`src/rtl/multiplier_sequencer.sv`:
```
// Sequential signed shift-add multiplier (Booth-style final subtract).
// Owns the A/B/X registers and issues the Add, Sub and Clr_Ld strobes,
// consuming one multiplier bit per ADD/SHF pair.
module multiplier_sequencer #(
  parameter int WIDTH = 8
) (
  input  logic             Clk,
  input  logic             Reset,
  input  logic             Run,
  input  logic             ClearA_LoadB,
  input  logic [WIDTH-1:0] SW,
  output logic [WIDTH-1:0] Aval,
  output logic [WIDTH-1:0] Bval,
  output logic             X,
  output logic             Add,
  output logic             Sub,
  output logic             Clr_Ld,
  output logic             Done
);

  localparam int CW = (WIDTH > 1) ? $clog2(WIDTH) : 1;
  localparam logic [CW-1:0] LAST_BIT = CW'(WIDTH - 1);
  localparam logic [CW-1:0] BIT_ONE  = CW'(1);
  localparam logic [CW-1:0] BIT_ZERO = CW'(0);
  localparam logic [WIDTH:0] SUM_ONE = (WIDTH + 1)'(1);

  typedef enum logic [2:0] {
    ST_IDLE = 3'd0,
    ST_CLR  = 3'd1,
    ST_ADD  = 3'd2,
    ST_SHF  = 3'd3,
    ST_DONE = 3'd4
  } state_t;

  state_t            r_state;
  state_t            w_next_state;
  logic [CW-1:0]     r_bit;
  logic [WIDTH-1:0]  r_a;
  logic [WIDTH-1:0]  r_b;
  logic              r_x;

  logic              w_add;
  logic              w_sub;
  logic              w_clr;
  logic              w_done;
  logic [WIDTH:0]    w_s_ext;
  logic [WIDTH:0]    w_operand;
  logic [WIDTH:0]    w_sum;

  // State register and bit counter (counter advances after every shift).
  always_ff @(posedge Clk or negedge Reset) begin
    if (!Reset) begin
      r_state <= ST_IDLE;
      r_bit   <= BIT_ZERO;
    end else begin
      r_state <= w_next_state;
      if (r_state == ST_CLR) begin
        r_bit <= BIT_ZERO;
      end else if (r_state == ST_SHF) begin
        r_bit <= r_bit + BIT_ONE;
      end else begin
        r_bit <= r_bit;
      end
    end
  end

  // Next-state logic: CLR, then ADD/SHF pairs per bit, then DONE until Run drops.
  always_comb begin
    w_next_state = r_state;
    case (r_state)
      ST_IDLE: begin
        if (Run) begin
          w_next_state = ST_CLR;
        end else begin
          w_next_state = ST_IDLE;
        end
      end
      ST_CLR:  w_next_state = ST_ADD;
      ST_ADD:  w_next_state = ST_SHF;
      ST_SHF: begin
        if (r_bit == LAST_BIT) begin
          w_next_state = ST_DONE;
        end else begin
          w_next_state = ST_ADD;
        end
      end
      ST_DONE: begin
        if (!Run) begin
          w_next_state = ST_IDLE;
        end else begin
          w_next_state = ST_DONE;
        end
      end
      default: w_next_state = ST_IDLE;
    endcase
  end

  // Strobe decode from registered state only; the sign bit of B selects Sub on the last bit.
  always_comb begin
    w_add  = 1'b0;
    w_sub  = 1'b0;
    w_clr  = 1'b0;
    w_done = 1'b0;
    case (r_state)
      ST_CLR:  w_clr = 1'b1;
      ST_ADD: begin
        if (r_b[0] && (r_bit == LAST_BIT)) begin
          w_sub = 1'b1;
        end else if (r_b[0]) begin
          w_add = 1'b1;
        end else begin
          w_add = 1'b0;
        end
      end
      ST_DONE: w_done = 1'b1;
      default: w_done = 1'b0;
    endcase
  end

  // Sign-extended sum of A and +/-S; the carry out of the top bit is dropped.
  always_comb begin
    w_s_ext = {SW[WIDTH-1], SW};
    if (w_sub) begin
      w_operand = ~w_s_ext + SUM_ONE;
    end else begin
      w_operand = w_s_ext;
    end
    w_sum = {r_a[WIDTH-1], r_a} + w_operand;
  end

  // A/B/X datapath: load/clear in IDLE, clear in CLR, accumulate, arithmetic shift.
  always_ff @(posedge Clk or negedge Reset) begin
    if (!Reset) begin
      r_a <= '0;
      r_b <= '0;
      r_x <= 1'b0;
    end else begin
      case (r_state)
        ST_IDLE: begin
          if (ClearA_LoadB) begin
            r_a <= '0;
            r_x <= 1'b0;
            r_b <= SW;
          end else begin
            r_a <= r_a;
            r_x <= r_x;
            r_b <= r_b;
          end
        end
        ST_CLR: begin
          r_a <= '0;
          r_x <= 1'b0;
        end
        ST_ADD: begin
          if (w_add || w_sub) begin
            {r_x, r_a} <= w_sum;
          end else begin
            r_a <= r_a;
            r_x <= r_x;
          end
        end
        ST_SHF: begin
          r_a <= {r_x, r_a[WIDTH-1:1]};
          r_b <= {r_a[0], r_b[WIDTH-1:1]};
        end
        default: begin
          r_a <= r_a;
          r_b <= r_b;
          r_x <= r_x;
        end
      endcase
    end
  end

  assign Aval   = r_a;
  assign Bval   = r_b;
  assign X      = r_x;
  assign Add    = w_add;
  assign Sub    = w_sub;
  assign Clr_Ld = w_clr;
  assign Done   = w_done;

endmodule

```
`config.mk`:
```
export PLATFORM = sky130hd
export DESIGN_NAME = multiplier_sequencer
export DESIGN_NICKNAME = d
export VERILOG_FILES = /design/src/rtl/multiplier_sequencer.sv
export SDC_FILE = /design/constraint.sdc
export NUM_CORES = 1
export LEC_CHECK = 0
export ABC_AREA = 1
export ABC_CLOCK_PERIOD_IN_PS = 3000
export BUFFER_PORTS_ARGS = -buffer_cell sky130_fd_sc_hd__clkbuf_2
export CAP_MARGIN = 40
export CORE_MARGIN = 3
export CORE_UTILIZATION = 41
export DETAILED_ROUTE_END_ITERATION = 8
export PLACE_DENSITY = 0.64
export SYNTH_ARGS = -nofsm -noshare
export SYNTH_HDL_FRONTEND = slang
export SYNTH_SLANG_ARGS = --single-unit
```
`constraint.sdc`:
```
create_clock -name Clk -period 3 [get_ports Clk]
set_clock_uncertainty 0.15 [all_clocks]
set_input_delay 0.15 -clock Clk [delete_from_list [all_inputs] [get_ports Clk]]
set_output_delay 0.15 -clock Clk [all_outputs]
set_load 0.02 [all_outputs]
```
==> flow_metrics.py <==
metrics = {
    "floorplan": {
        "die_height_um": 70.6,
        "die-width_um": 70.6,
        "std_cell_rows": 22,
        "design.core.area_um2": 3830,
        "starting_density_pct": 44.7,
        "die_area_um2": 4980,
        "number_of_primary_i_o_pins": 33,
    },
    "setup_path": {
        "crit_buf_inv": 2,
        "worst_ep_arrival_time_ns": 2.81,
        "critical_path_required_ns": 3.01,
        "worst_path_top_cell_family_by_delay": "adder cells",
        "timing.critical_path.to_type": "register",
        "crit_path_cell_chain": "ha_1, ha_1, nand2_1, nor2_8, inv_4, a31oi_1, xor2_1, ha_1, a21oi_2, o21a_1, nand2_1, inv_1, nand3_1, nand3_1, nand2_1",
        "crit_path_max_delay_cell_type": "sky130_fd_sc_hd__dfrtp_1",
        "max_stage_delay_ns": 0.37,
        "timing_worst_setup_path_type": "reg2reg",
        "crit_path_start_kind": "register",
        "cp_max_fo": 7,
    },
    "synth": {
        "synthCells": 222,
        "synth.ff_latch_count": 23,
        "netlist_area_um2": 1710,
        "yosys.cell_count.top_type": "sky130_fd_sc_hd__nand2_1",
        "synth_fp_nets": 247,
        "yosys_most_used_dff": "sky130_fd_sc_hd__dfrtp_1",
        "syn-mean-instance-area_um2": 7.70,
        "post_synthesis_sequential_area_ratio_pct": 33.7,
        "synth_top_area_share_pct": 33.7,
        "synth_edf_count": 0,
        "yosys.cell_types.count": 31,
        "ys_top_cells_by_count": "41 x sky130_fd_sc_hd__nand2_1, 33 x sky130_fd_sc_hd__inv_1, 23 x sky130_fd_sc_hd__dfrtp_1",
        "synthArstFlopShare_pct": 100,
        "yosys.area.top_type": "sky130_fd_sc_hd__dfrtp_1",
        "synth_warnings": 0,
        "leading_post_synthesis_cells_by_cell_area": "sky130_fd_sc_hd__dfrtp_1 34%, sky130_fd_sc_hd__nand2_1 9.0%, sky130_fd_sc_hd__ha_1 8.8%",
    },
    "routing": {
        "routed_wire_length_per_instance_um": 13.3,
        "ant_nets": 0,
        "detailroute.via_count": 1571,
        "detail_route.first_pass.iterations": 5,
        "starting_drc_count_in_detailed_routing": 64,
        "drc": 0,
        "postRouteWirelength_um": 4070,
        "drt-vias-per-instance": 5.12,
    },
    "pwr": {
        "total_power_mw": 2.36,
        "p_clk_share_pct": 8.4,
        "vdd_ir_drop_max_v": 0.000537,
        "internal_power_mw": 1.12,
        "power_density_nw_per_um2": 1190,
        "power.share.switching_pct": 52.4,
        "leakagePower_nw": 1.05,
        "comb_power_share_pct": 65.5,
        "power_switching_mw": 1.24,
        "power.share.sequential_pct": 26.1,
    },
    "timing": {
        "slew-limit-headroom_pct": 61.1,
        "finalSetupViolations": 0,
        "timing.setup.tns_ns": 0,
        "final-hold-violation-count": 0,
        "worst_hold_slack_ns": 0.0485,
        "period_needed_ns": 2.80,
        "fmax_mhz": 357,
        "post-route-period-util_pct": 93.5,
        "report.final.slew_viol_count": 0,
        "rsz0062_at_grt": "no",
        "worst-slew-pin-transition_ns": 0.582,
    },
    "finish": {
        "ant_diodes": 0,
        "multi_input_area_um2": 976,
        "post_route_cells_drive_above_1_share_pct": 18.5,
        "layout.nets": 285,
        "finish.cell_count_without_fillers": 307,
        "finish.instance_area_um2": 1990,
        "area.growth.synth_to_final_pct": 16.4,
        "sequential_cell_area_um2": 576,
        "layout_filler_cell_count": 383,
    },
    "placement": {
        "place.gp.congestion": 0.807,
        "placed_wire_length_estimate_after_detailed_placement_um": 3120,
        "buffer_ports.inserted": 32,
        "place.detailed.instances": 299,
        "dpl-instance-area_um2": 1910,
    },
    "global_route": {
        "grt_pass1_wl_um": 7020,
        "grt_antenna_before_repair": 0,
        "number_of_global_route_vias_before_repair": 1476,
        "grt-ovfl-total": 0,
        "groute.usage.overall_pct": 17.4,
        "maximum_number_of_pins_on_one_net_before_global_route_repair": 26,
    },
    "clock_tree": {
        "cts_tree": "done",
        "clock-root-buffer": "sky130_fd_sc_hd__clkbuf_8",
        "cts_htree_levels": 1,
        "path_clk_slew_ns": 0.09,
        "clk-insertion-delay-late_ns": 0.26,
        "numClockSinks": 23,
        "cts_buffer_depth": 2,
        "cts-buffers-inserted": 3,
    },
    "hold_path": {
        "hold_path.class": "in2reg",
    },
    "status": {
        "status": "finished clean",
    },
    "flow_run": {
        "drv_cap": 0,
    },
}
[power groups by stage]
stage                     Sequential [mW]  Combinational [mW]  Clock (mW)
after CTS                           0.618                1.54       0.206
final                               0.615                1.55       0.198
after floorplan                     0.739                1.05           0
after global routing                0.644                1.76       0.220
after detailed placement            0.622                1.53           0
after global placement              0.621                1.52           0
[tightest hold or removal path: stages]
cell	delay, ns
sky130_fd_sc_hd__clkbuf_2	0.12
sky130_fd_sc_hd__o211ai_1	0.09
sky130_fd_sc_hd__o21ai_0	0.07
[cell type report]
class	instances	area share, %
inverter	36	6.92
sequential	23	28.9
tap	48	3.02
multi-input combinational	160	49.1
clock buffer	4	2.26
timing repair buffer	36	9.81
[final timing paths]
path                       startpoint         end  slack (ns)  cells past startpoint
max                          r_bit[0]           X        0.20                     15
min                             SW[3]     Bval[3]        0.05                      3
max reg2reg                  r_bit[0]           X        0.20                     15
min reg2reg                  r_bit[2]    r_bit[2]        0.36                      1
max in group asynchronous       Reset  r_state[0]        2.06                      2
min in group asynchronous       Reset     Aval[3]        0.26                      2
[registers in the layout (all words and copies together) (netlist names)]
name,flops
X,1
Bval,8
Aval,8
r_bit,3
r_state,3
[cell families (layout without fill, tap and decap cells)]
logic type	Yosys count	after routing	share of synthesized area, %
AO/OA/AOI/OAI	55	55	19.5
AND/OR/NAND/NOR	85	85	23.9
adder cells (fa/ha/maj)	13	13	9.96
XOR/XNOR	7	7	3.59
flip-flops	23	23	33.7
buffers and inverters	39	76	9.44
[through the flow]
stage	setup slack, ns	utilization [%]
6_report	0.196	52.0
5_1_grt	0.0162	52.0
4_1_cts	0.107	51.5
3_5_place_dp	0.147	49.8
3_3_place_gp	0.180	49.8
2_1_floorplan	0.401	-
[placed cells by master, fill, tap and decap left out, types with 2 or more instances in the layout]
| cell | Yosys | layout |
|---|---|---|
| sky130_fd_sc_hd__nor2_1 | 13 | 13 |
| sky130_fd_sc_hd__dlygate4sd3_1 | 0 | 2 |
| sky130_fd_sc_hd__nor2_4 | 2 | 2 |
| sky130_fd_sc_hd__nand2_4 | 2 | 2 |
| sky130_fd_sc_hd__xnor2_1 | 2 | 2 |
| sky130_fd_sc_hd__xor2_1 | 5 | 5 |
| sky130_fd_sc_hd__inv_2 | 2 | 2 |
| sky130_fd_sc_hd__o21a_1 | 2 | 2 |
| sky130_fd_sc_hd__buf_4 | 1 | 2 |
| sky130_fd_sc_hd__a31oi_1 | 2 | 2 |
| sky130_fd_sc_hd__dfrtp_1 | 23 | 23 |
| sky130_fd_sc_hd__a21oi_1 | 18 | 17 |
| sky130_fd_sc_hd__inv_1 | 33 | 33 |
| sky130_fd_sc_hd__o21ai_0 | 17 | 17 |
| sky130_fd_sc_hd__clkbuf_8 | 0 | 3 |
| sky130_fd_sc_hd__o211ai_1 | 8 | 8 |
| sky130_fd_sc_hd__o22ai_1 | 2 | 2 |
| sky130_fd_sc_hd__a22o_1 | 3 | 3 |
| sky130_fd_sc_hd__nand2_1 | 41 | 41 |
| sky130_fd_sc_hd__nand3_1 | 17 | 17 |
| sky130_fd_sc_hd__clkbuf_2 | 0 | 32 |
| sky130_fd_sc_hd__ha_1 | 12 | 12 |
| sky130_fd_sc_hd__nand3b_1 | 2 | 2 |
| sky130_fd_sc_hd__nor3_1 | 3 | 3 |
| sky130_fd_sc_hd__nand4_1 | 3 | 3 |
[timing repair]
action                                 in CTS  in global routing
hold buffers                                2                  0
buffers inserted                            0                  2
gates resized for setup                     0                  1
endpoints found under the hold margin      25                  0
setup endpoints to repair                   0                  1
[layer usage]
layer	track usage, %	vias to the layer above	wire length (um)
li1	-	823	-
met2	26.5	36	1760
met4	4.59	0	57
met1	25.5	706	2050
met3	3.13	6	208
met5	0	-	0
Note: power is estimated with default switching activity, not from simulation.
